### config.mk
export PLATFORM = sky130hd
export DESIGN_NAME = adat_frame_streamer
export DESIGN_NICKNAME = d
export VERILOG_FILES = /design/src/rtl/adat_frame_streamer.sv
export SDC_FILE = /design/constraint.sdc
export NUM_CORES = 1
export LEC_CHECK = 0
export CAP_MARGIN = 0
export CORE_MARGIN = 8
export CORE_UTILIZATION = 35
export DETAILED_ROUTE_END_ITERATION = 7
export GPL_TIMING_DRIVEN = 0
export PLACE_DENSITY = 0.6
export SLEW_MARGIN = 20
export SYNTH_ARGS = -nofsm -noshare
export SYNTH_HDL_FRONTEND = slang
export SYNTH_SLANG_ARGS = --single-unit
### constraint.sdc
create_clock -name i_clk -period 7.2 [get_ports i_clk]
set_clock_uncertainty 0.05 [all_clocks]
set_input_delay 1.08 -clock i_clk [delete_from_list [all_inputs] [get_ports i_clk]]
set_output_delay 1.08 -clock i_clk [all_outputs]
set_load 0.01 [all_outputs]
### src/rtl/adat_frame_streamer.sv
// adat_frame_streamer: queues decoded ADAT frames and replays them as a valid/ready sample stream
// Ports: i_clk/i_rst (async, active-low); i_channels/i_user/i_valid/i_locked frame input from the
// receiver; o_tdata/o_tchan/o_tuser/o_tlast/o_tvalid/i_tready sample stream; o_level frames held;
// o_overflow sticky drop flag, cleared by i_clr_overflow.
module adat_frame_streamer #(
    parameter int DEPTH  = 2,
    parameter int DATA_W = 24,
    parameter int NUM_CH = 8
) (
    input  logic                          i_clk,
    input  logic                          i_rst,
    input  logic [0:NUM_CH-1][DATA_W-1:0] i_channels,
    input  logic [3:0]                    i_user,
    input  logic                          i_valid,
    input  logic                          i_locked,
    output logic [DATA_W-1:0]             o_tdata,
    output logic [2:0]                    o_tchan,
    output logic [3:0]                    o_tuser,
    output logic                          o_tlast,
    output logic                          o_tvalid,
    input  logic                          i_tready,
    output logic [$clog2(DEPTH):0]        o_level,
    output logic                          o_overflow,
    input  logic                          i_clr_overflow
);
    localparam int AW = $clog2(DEPTH);
    localparam int LW = AW + 1;
    localparam logic [LW-1:0] FULL = LW'(DEPTH);
    typedef enum logic {IDLE, SEND} state_t;
    state_t state;
    logic [AW-1:0] wr_ptr, rd_ptr, rd_next, nxt_ptr;
    logic [LW-1:0] level_next;
    logic xfer, pop, wr, ovf_set, keep;
    logic [0:NUM_CH-1][DATA_W-1:0] data_mem [DEPTH];
    logic [3:0] user_mem [DEPTH];
    // A pop frees a slot in the same cycle, so a full FIFO still accepts a frame on the last beat.
    // While unlocked only the frame already on the stream (keep) survives; everything else is dropped.
    always_comb begin
        xfer       = o_tvalid && i_tready;
        pop        = xfer && o_tchan == 3'd7;
        wr         = i_valid && i_locked && (o_level != FULL || pop);
        ovf_set    = i_valid && i_locked && o_level == FULL && !pop;
        keep       = state == SEND && !pop;
        rd_next    = rd_ptr + AW'(pop);
        nxt_ptr    = rd_ptr + AW'(1);
        level_next = i_locked ? o_level + LW'(wr) - LW'(pop) : LW'(keep);
    end
    always_ff @(posedge i_clk) begin
        if (wr) begin
            data_mem[wr_ptr] <= i_channels;
            user_mem[wr_ptr] <= i_user;
        end
    end
    always_ff @(posedge i_clk or negedge i_rst) begin
        if (!i_rst) begin
            state      <= IDLE;
            wr_ptr     <= '0;
            rd_ptr     <= '0;
            o_level    <= '0;
            o_overflow <= 1'b0;
            o_tdata    <= '0;
            o_tchan    <= '0;
            o_tuser    <= '0;
            o_tlast    <= 1'b0;
            o_tvalid   <= 1'b0;
        end else begin
            rd_ptr     <= rd_next;
            wr_ptr     <= i_locked ? wr_ptr + AW'(wr) : rd_next + AW'(keep);
            o_level    <= level_next;
            o_overflow <= ovf_set || (o_overflow && !i_clr_overflow);
            if (state == IDLE) begin
                if (o_level != '0 && i_locked) begin
                    state    <= SEND;
                    o_tvalid <= 1'b1;
                    o_tchan  <= '0;
                    o_tlast  <= 1'b0;
                    o_tdata  <= data_mem[rd_ptr][0];
                    o_tuser  <= user_mem[rd_ptr];
                end
            end else if (pop) begin
                o_tchan <= '0;
                o_tlast <= 1'b0;
                if (level_next == '0) begin
                    state    <= IDLE;
                    o_tvalid <= 1'b0;
                end else begin
                    // With one entry left the next frame is the one being written now: bypass memory.
                    o_tdata <= o_level == LW'(1) ? i_channels[0] : data_mem[nxt_ptr][0];
                    o_tuser <= o_level == LW'(1) ? i_user : user_mem[nxt_ptr];
                end
            end else if (xfer) begin
                o_tchan <= o_tchan + 3'd1;
                o_tlast <= o_tchan == 3'd6;
                o_tdata <= data_mem[rd_ptr][o_tchan + 3'd1];
            end
        end
    end
endmodule

# [Word level (Yosys, flattened, before mapping)]
# Memory sizes are Yosys's and may differ from the RTL's.
# Index checks and enable logic that the tools add are counted.
[classes] addsub=7 multipliers=0 n_div=0 n_lt_le_gt_ge=1 eq_ne=10 n_shift=0 n_mux=34 bitwise=1 reduce_logical=20
[op_table] operator="24-bit two-way mux" count=8
[op_table] operator="24-bit binary-select mux with 3-bit select" count=1
[op_table] operator="4-bit two-way mux" count=5
[op_table] operator="1-bit two-way mux" count=15
[op_table] operator="3-bit two-way mux" count=4
[op_table] operator="1-bit logical AND" count=9
[op_table] operator="3-bit AND reduction" count=3
[op_table] operator="3-bit == test (second input constant)" count=2
[op_table] operator="4-bit greater-or-equal comparator (second input constant)" count=1
[op_table] operator="2-bit by 1-bit != test with 1-bit output (second input constant)" count=2
[op_table] operator="2-bit != test (second input constant)" count=2
[op_table] operator="3-bit inverter with 4-bit output" count=1
[op_table] operator="2-bit nonzero test" count=2
[op_table] operator="1-bit adder" count=3
[op_table] operator="3-bit by 1-bit adder with 3-bit output (second input constant)" count=1
[op_table] operator="3-bit by 1-bit != test with 1-bit output (second input constant)" count=1
[op_table] operator="3-bit != test (second input constant)" count=1
[op_table] operator="2-bit by 1-bit adder with 2-bit output" count=1
[op_table] operator="2-bit by 1-bit == test with 1-bit output (second input constant)" count=1
[op_table] operator="2-bit == test (second input constant)" count=1
[op_table] operator="1-bit zero test" count=2
[op_table] operator="2-bit zero test" count=1
[op_table] operator="1-bit logical OR" count=2
[op_table] operator="2-bit two-way mux" count=1
[op_table] operator="other kinds (3)" count=3
[totals] reg_bits=39 latch_bits=0 ramBits=392 mem_bits_ro=0 in_bits=202 out_inout_bits=36 wordCells=85 mem_count=2
[memory_table] name="data_mem" words=2 word_bits=192 rd=2 rd_ports_with_merged_regs=0 write_ports=1 line_no="34" text="logic [0:NUM_CH-1][DATA_W-1:0] data_mem [DEPTH];"
[memory_table] name="user_mem" words=2 word_bits=4 rd=2 rd_ports_with_merged_regs=0 write_ports=1 line_no="35" text="logic [3:0] user_mem [DEPTH];"

# [Longest topological paths before layout]
# Gate-level depths: netlist (run 1).
[depth] ltp_word=11 depth_mapped=14 depth_no_buf=13

# [Worst setup path after synthesis (run 1)]
# No wires, ideal clock.
[synth_timing] kind="input to register" startpoint="input port i_locked" endpoint="memory data_mem[1][0] (netlist name), enable pin" t_arrival_ps=6085 required_time_ps=6568 slack_ps=484 stages=4 cell_sequence="clkbuf_1 > nand3_1 > inv_1 > ha_1"
[synth_between] elab_chain_len=4
[synth_rtl] element="start: declaration" line_no="15" text="input logic i_locked,"
[synth_rtl] element="1-bit logical AND (2 in a row)" line_no="41" text="wr = i_valid && i_locked && (o_level != FULL || pop);"
[synth_rtl] element="1-bit two-way mux" line_no="49" text="if (wr) begin"
[synth_rtl] element="1-bit two-way mux (not written as such)" line_no="50" text="data_mem[wr_ptr] <= i_channels;"
[synth_rtl] element="end: declaration" line_no="34"
# No other way between the ends.

# [Worst setup path in the final report (run 1)]
[layout_timing] startpoint="input port i_tready" endpoint="register o_tdata[18]"
[layout_between] elab_chain_len=10 elab_cells_between_ends=15 cone_classes="2 x add/sub; 2 x eq/ne; 3 x mux; 8 x reduce/logical"
[layout_rtl] element="start: declaration" line_no="21" text="input logic i_tready,"
[layout_rtl] element="1-bit logical AND (*)" line_no="39" text="xfer = o_tvalid && i_tready;"
[layout_rtl] element="1-bit logical AND" line_no="40" text="pop = xfer && o_tchan == 3'd7;"
[layout_rtl] element="1-bit logical OR" line_no="41"
[layout_rtl] element="1-bit logical AND" line_no="41"
[layout_rtl] element="2-bit by 1-bit adder with 2-bit output" line_no="46" text="level_next = i_locked ? o_level + LW'(wr) - LW'(pop) : LW'(keep);"
[layout_rtl] element="2-bit by 1-bit subtractor with 2-bit output" line_no="46"
[layout_rtl] element="2-bit two-way mux" line_no="46"
[layout_rtl] element="2-bit zero test" line_no="83" text="if (level_next == '0) begin"
[layout_rtl] element="3-bit != test (no line)"
[layout_rtl] element="3-bit AND reduction (no line)"
[layout_rtl] element="end signal: assignment" line_no="77" text="o_tdata <= data_mem[rd_ptr][0];"
[layout_rtl] element="end signal: assignment" line_no="88" text="o_tdata <= o_level == LW'(1) ? i_channels[0] : data_mem[nxt_ptr][0];"
[layout_rtl] element="end signal: assignment" line_no="94" text="o_tdata <= data_mem[rd_ptr][o_tchan + 3'd1];"
[layout_rtl] element="end: declaration" line_no="16" text="output logic [DATA_W-1:0] o_tdata,"
# Mark *: on every way between the ends. The rest lies on a longest branch, timed or not.
# A chain may end at the register's enable or synchronous reset.

==> run metrics, run 1 <==
status=finished clean; DRC=0; clock sinks=431; # fillers=4344; Post-DP HPWL=34900 um; most common cell after layout, fill and taps aside=edfxtp_1; vias in the first global route=10.6k; clk slew on worst S/H paths=60 ps; crit end category=flip-flop; Mapped Area=0.0175 sq mm; Worst Tran Pin Value=1120 ps; Max-Cap Viols=0; clock share of power=42.9%; CTS Hold Bufs=0; part of the cycle the worst path needs=51.1%; fmax=272 MHz; io pins=238; ANT nets after route=0; DIE AREA=0.0575 sq mm; Seq cells post-synth=431; Seq pwr share=52.1%; vias after detailed routing=9930; P_int=4.33 mW; DR pass1 iterations=5; final setup fails=0; CTS buffer count=49; starting density of the core=35.2%; most frequent CP cell=ha_1; WL per Instance=26.1 um; Ys Warns=0; die height=240 um; crit path time final=3680 ps; Worst-Skew Late Latency=570 ps; cells resized by post-CTS repair=0; Die W=240 um; core region area=0.0498 sq mm; worst path cell trace=clkdlybuf4s50_1 > nand3_2 > nand3b_1 > nand3_1 > ha_1 > inv_1 > ha_1 > xnor3_1 > a21boi_2 > o21ba_2 > buf_4 > nand2_1 > o22a_1; combinational share of power=5.0%; final hold slack=438 ps; clk root buf=clkbuf_16; area leader, netlist=edfxtp_1; Power Total=5.48 mW; Synth top area share=67.2%; Post-Syn Nets=1123; Worst path slowest cell=clkdlybuf4s50_1; iteration-0 DRC count of the detailed router=783; Setup CP Type=input port to flip-flop; VDD IR max=0.208 mV; syn_area_per_cell=19.2 sq um; Std-Cell Rows=82; RSZ-0062 raised after global routing=no; GRT Util Overall=17.4%; WL final=50300 um; Fin. Hold Viols=0; # Post-CTS Setup Buffers=0; layout cells sized above 1=17.9%; crit path buf inv count=3; Register Area=0.0127 sq mm; worst-path maximum fanout=10; area delta synth->final=28.3%; H-tree depth=2; Cells after Synth=914; most frequent cells in the layout=edfxtp_1, clkdlybuf4s50_1, mux4_2; Leak=7.38 nW; NetSw=1.15 mW; first-pass GRT wire length=72200 um; Max Slew Vio Count=0; largest net degree at the start of global routing=50; dominant delay contributor by cell family on the critical path=buffers and inverters; CTS tree=built; max_slew headroom=25.4%; global route total overflow=0; HP Class=flip-flop to flip-flop; pwr dens=244 mW/mm^2; CP arrival=4090 ps; area of the multi-input gates=0.00444 sq mm; WP data required=7610 ps; initial antenna violation count=11; Longest Clk Path Bufs=3; Final Wtd Congestion=0.781; routed vias/inst=5.16; CP startpoint kind=input port; Switching Share=21.0%; number of port buffers=237; sequential area share after synthesis=72.8%; CP peak stage delay=580 ps; Cell variety after synth=41; ranking of synthesized cells by area=edfxtp_1, mux4_2, dfrtp_1; nets=1419
[power groups by stage]
| stage | Combinational (mW) | Sequential, mW | Clock [mW] |
|---|---|---|---|
| floorplan | 0.0821 | 2.92 | 0 |
| global route | 0.294 | 2.86 | 2.52 |
| global placement | 0.257 | 2.94 | 0 |
| finish | 0.274 | 2.86 | 2.35 |
| detailed placement | 0.277 | 2.91 | 0 |
| CTS | 0.278 | 2.86 | 2.42 |
[sequential cells by signal, indices dropped and copies added, names as in the netlist, 2 cells and up]
name      cells
o_level       2
data_mem    384
o_tdata      24
user_mem      8
o_tuser       4
o_tchan       3
[kinds of logic (layout without fill, tap and decap cells)]
kind of cell | count (synthesis) | in the layout | share of synthesized area, %
flip-flops | 431 | 431 | 72.8
multiplexers | 149 | 149 | 15.1
AO/OA/AOI/OAI | 144 | 144 | 6.41
AND/OR/NAND/NOR | 115 | 115 | 2.97
buffers and inverters | 65 | 398 | 2.06
adder cells (fa/ha/maj) | 7 | 7 | 0.500
XOR/XNOR | 3 | 3 | 0.229
other | 0 | 7 | 0
[cell type report]
| cell class | instances | area share [%] |
|---|---|---|
| flip-flops and latches | 431 | 56.7 |
| multi-input cells | 418 | 19.7 |
| repair buffers | 245 | 11.4 |
| clock buffers | 60 | 5.82 |
| well taps | 672 | 3.74 |
| plain buffers | 57 | 1.48 |
| clock inverters | 28 | 0.891 |
| inverters | 8 | 0.134 |
| diodes | 7 | 0.0779 |
[cells in the mapped netlist (all sizes together)]
cell	instances
a211o	22
a21boi	1
a21oi	6
a22oi	48
a32oi	1
and4	1
buf	38
clkbuf	19
dfrtp	39
edfxtp	392
ha	7
inv	8
mux2i	57
mux4	92
nand2	44
nand2b	1
nand3	6
nand3b	1
nand4	2
nand4b	1
nor2	40
nor2b	4
nor3	13
nor4	2
o211ai	22
o21ai	10
o21ba	2
o221ai	2
o22a	24
o22ai	1
o31ai	5
xnor2	2
xnor3	1
[worst min-delay path: cells and delay by family, from the launching register on]
kind / cells / cell delay (ps)
compound gates: 1 / 60
flops: 1 / 350
simple gates: 1 / 50
[metal layers]
metal / global-route usage, % / vias up / routed length (um)
met1: 22.5 / 5140 / 21100
met2: 27.8 / 304 / 24100
li1: - / 4393 / -
met3: 5.08 / 79 / 3850
met5: 0 / - / 88
met4: 5.77 / 14 / 1200
[metrics by stage]
| step | cell area [sq um] | utilization, % | setup slack (ps) | instances | TNS (ps) |
|---|---|---|---|---|---|
| after floorplan | 17500 | - | 484 | 914 | 0 |
| after global placement | 20700 | 41.7 | -3230 | 1823 | -1243880 |
| after detailed placement | 20900 | 42.1 | 2950 | 1831 | 0 |
| after CTS | 22500 | 45.1 | 3550 | 1919 | 0 |
| after global routing | 22500 | 45.1 | 3400 | 1922 | 0 |
| final | 22500 | 45.2 | 3520 | 1926 | 0 |
[final timing paths]
| path | end | start | slack (ps) | depth (start not counted) |
|---|---|---|---|---|
| min | o_tuser[0] | o_tuser[0] | 440 | 2 |
| min reg2reg | o_tuser[0] | o_tuser[0] | 440 | 2 |
| max in group asynchronous | o_tdata[16] | i_rst | 6150 | 1 |
| max reg2reg | o_tdata[20] | o_tchan[0] | 3700 | 9 |
| max | o_tdata[18] | i_tready | 3520 | 13 |
| min in group asynchronous | o_tdata[3] | i_rst | 490 | 1 |
No activity file was read; power rests on OpenSTA's default activity.
==> run 2: changes to the inputs <==
clock period = 3.5 ns   (was 7.2 ns; I/O delays follow)
==> run 2 against run 1 <==
Against the previous run: non-clock buffer count increased by 1; die area did not move; final cell count down 0.26%; routed wire length is 2.5% lower; first-iteration DRC count is 0.26% higher; cell area about the same; setup slack got worse by 3400 ps; critical path type is now flip-flop to flip-flop; total power increased by 100%; utilization is essentially flat.
==> run metrics, run 2 (synthesis results as in run 1) <==
vias after detailed routing=9902 (-0.28%); reg-to-reg endpoint=o_tdata[19]; RSZ-0062 raised after global routing=no; nets=1417 (-0.14%); Worst Tran Pin Value=903 ps (-216 ps); most frequent cells in the layout=edfxtp_1, clkdlybuf4s50_1, mux4_2; most frequent CP cell=ha_1; CTS buffer count=46 (-6.1%); hold path start=o_tuser[0]; clk slew on worst S/H paths=60 ps (about the same); worst setup margin=134 ps (-3390 ps); max_slew headroom=39.8% (+14 points); area delta synth->final=28.3% (about the same); HP Class=flip-flop to flip-flop; Register Area=0.0127 sq mm (unchanged); Seq pwr share=52.4% (+0.3 points); # fillers=4291 (-1.2%); Worst path slowest cell=dfrtp_1; Worst-Skew Late Latency=570 ps (about the same); clk root buf=clkbuf_16; Top Registers=data_mem x384, o_tdata x24, user_mem x8; Die W=240 um (unchanged); core region area=0.0498 sq mm (unchanged); iteration-0 DRC count of the detailed router=785 (+0.26%); WL per Instance=25.5 um (-2.3%); # Post-CTS Setup Buffers=0 (unchanged); global route total overflow=0 (unchanged); CP peak stage delay=410 ps (-170 ps); DRC=0 (unchanged); P_int=8.90 mW (+110%); WL final=49000 um (-2.5%); Std-Cell Rows=82 (unchanged); first-pass GRT wire length=70000 um (-3.1%); initial antenna violation count=8 (-3); H-tree depth=2 (unchanged); Max-Cap Viols=0 (unchanged); post-layout util=45.2% (about the same); Cells after DPL=1831 (unchanged); Switching Share=20.6% (-0.49 points); WP data required=3900 ps (-3710 ps); starting density of the core=35.2% (unchanged); DIE AREA=0.0575 sq mm (unchanged); crit path time final=3370 ps; worst path cell trace=ha_1 > ha_1 > nand3_2 > nand3b_1 > nand3_1 > ha_1 > inv_1 > ha_1 > xnor3_1 > a21boi_2 > o21ba_2 > buf_4 > nand2_1 > o22a_1; CP startpoint kind=flip-flop; Leak=7.41 nW (+0.37%); Longest Clk Path Bufs=3 (unchanged); area of the multi-input gates=0.00444 sq mm (unchanged); clock share of power=42.5% (-0.4 points); layout cells sized above 1=17.8% (-0.066 points); DR pass1 iterations=5 (unchanged); CP arrival=3770 ps (-320 ps); GRT Util Overall=16.8% (-0.54 points); Final Wtd Congestion=0.763 (-2.3%); most common cell after layout, fill and taps aside=edfxtp_1; die height=240 um (unchanged); hold path endpoint=o_tuser[0]; status=finished clean; fmax=297 MHz; R2R Setup Slk=130 ps (-3570 ps); Biggest register=data_mem; Max Slew Vio Count=0 (unchanged); final hold slack=427 ps (-11.3 ps); combinational share of power=5.1% (about the same); io pins=238 (unchanged); worst r2r src=o_tchan[1]; Fin. Hold Viols=0 (unchanged); VDD IR max=0.313 mV (+50%); max FFs per register=384 (unchanged); Post-DP HPWL=34600 um (-0.96%); reg2reg path depth=14 (+5); vias in the first global route=10.5k (-0.96%); pwr dens=498 mW/mm^2 (+100%); ANT nets after route=0 (unchanged); Setup CP Type=flip-flop to flip-flop; Final Non-Filler Cells=1921 (-0.26%); crit end category=flip-flop; worst-path maximum fanout=10 (unchanged); clock sinks=431 (unchanged); NetSw=2.30 mW (+100%); number of port buffers=237 (unchanged); final setup fails=0 (unchanged); routed vias/inst=5.15 (about the same); hold depth=2 (unchanged); CTS tree=built; part of the cycle the worst path needs=96.2%; largest net degree at the start of global routing=52 (+4.0%); pre-CTS setup slack=-289 ps (-3240 ps)
[run 2: worst max-delay path, delay by kind of cell, from the launching register on]
family                     cells  cell delay [ps]
DFF                            1              410
buffers and inverters          2              300
and+or+nand+nor                4              640
AOI/OAI and AO/OA              3              630
adders and majority gates      4              850
xor gates and xnor gates       1              390
[run 2: cell type report]
class / instances / share of cell area, %
Antenna cell: 3 / 0.0334
Buffer: 57 / 1.50
Clock buffer: 59 / 5.67
Clock inverter: 27 / 0.918
Inverter: 8 / 0.134
Multi-Input combinational cell: 418 / 19.7
Sequential cell: 431 / 56.7
Tap cell: 672 / 3.74
Timing Repair Buffer: 246 / 11.6
[run 2: stage by stage]
step / TNS [ps] / power [mW] / cell area [sq um]
6_report: 0 / 11.2 / 22500
5_1_grt: 0 / 11.6 / 22500
4_1_cts: 0 / 11.4 / 22500
3_5_place_dp: -4400 / 6.55 / 21000
3_3_place_gp: -1086220 / 6.53 / 20700
2_1_floorplan: -299760 / 6.15 / 17500
[run 2: worst max-delay path by stage]
stage,to,startpoint,slack (ps),cells past startpoint
floorplan,data_mem[1][0],o_tchan[1],-760,7
global route,o_tdata[19],o_tchan[1],5,14
CTS,o_tdata[13],o_tchan[0],20,9
finish,o_tdata[19],o_tchan[1],130,14
global placement,data_mem[0][149],i_tready,-2820,6
detailed placement,o_tdata[16],i_tready,-290,8
[run 2: layer usage]
layer	track usage (%)	part of all wire [%]	wire length [um]	vias to the layer above
met2	27.9	49	23900	295
met4	4.33	1.9	947	10
met3	4.51	6.7	3300	74
met1	21.8	42	20800	5142
li1	-	-	-	4381
met5	0	0.14	68	-
[run 2: what timing repair did]
action,CTS,global route
gates resized for setup,2,6
endpoints found under the hold margin,39,0
setup endpoints to repair,3,6
hold buffers,1,0
[run 2: power groups by stage]
stage                     combinational (mW)  clock, mW  sequential, mW
after floorplan                        0.169          0            5.98
after CTS                              0.578       4.92            5.87
after detailed placement               0.574          0            5.98
after global placement                 0.528          0            6.00
after global routing                   0.612       5.11            5.88
final                                  0.569       4.77            5.87
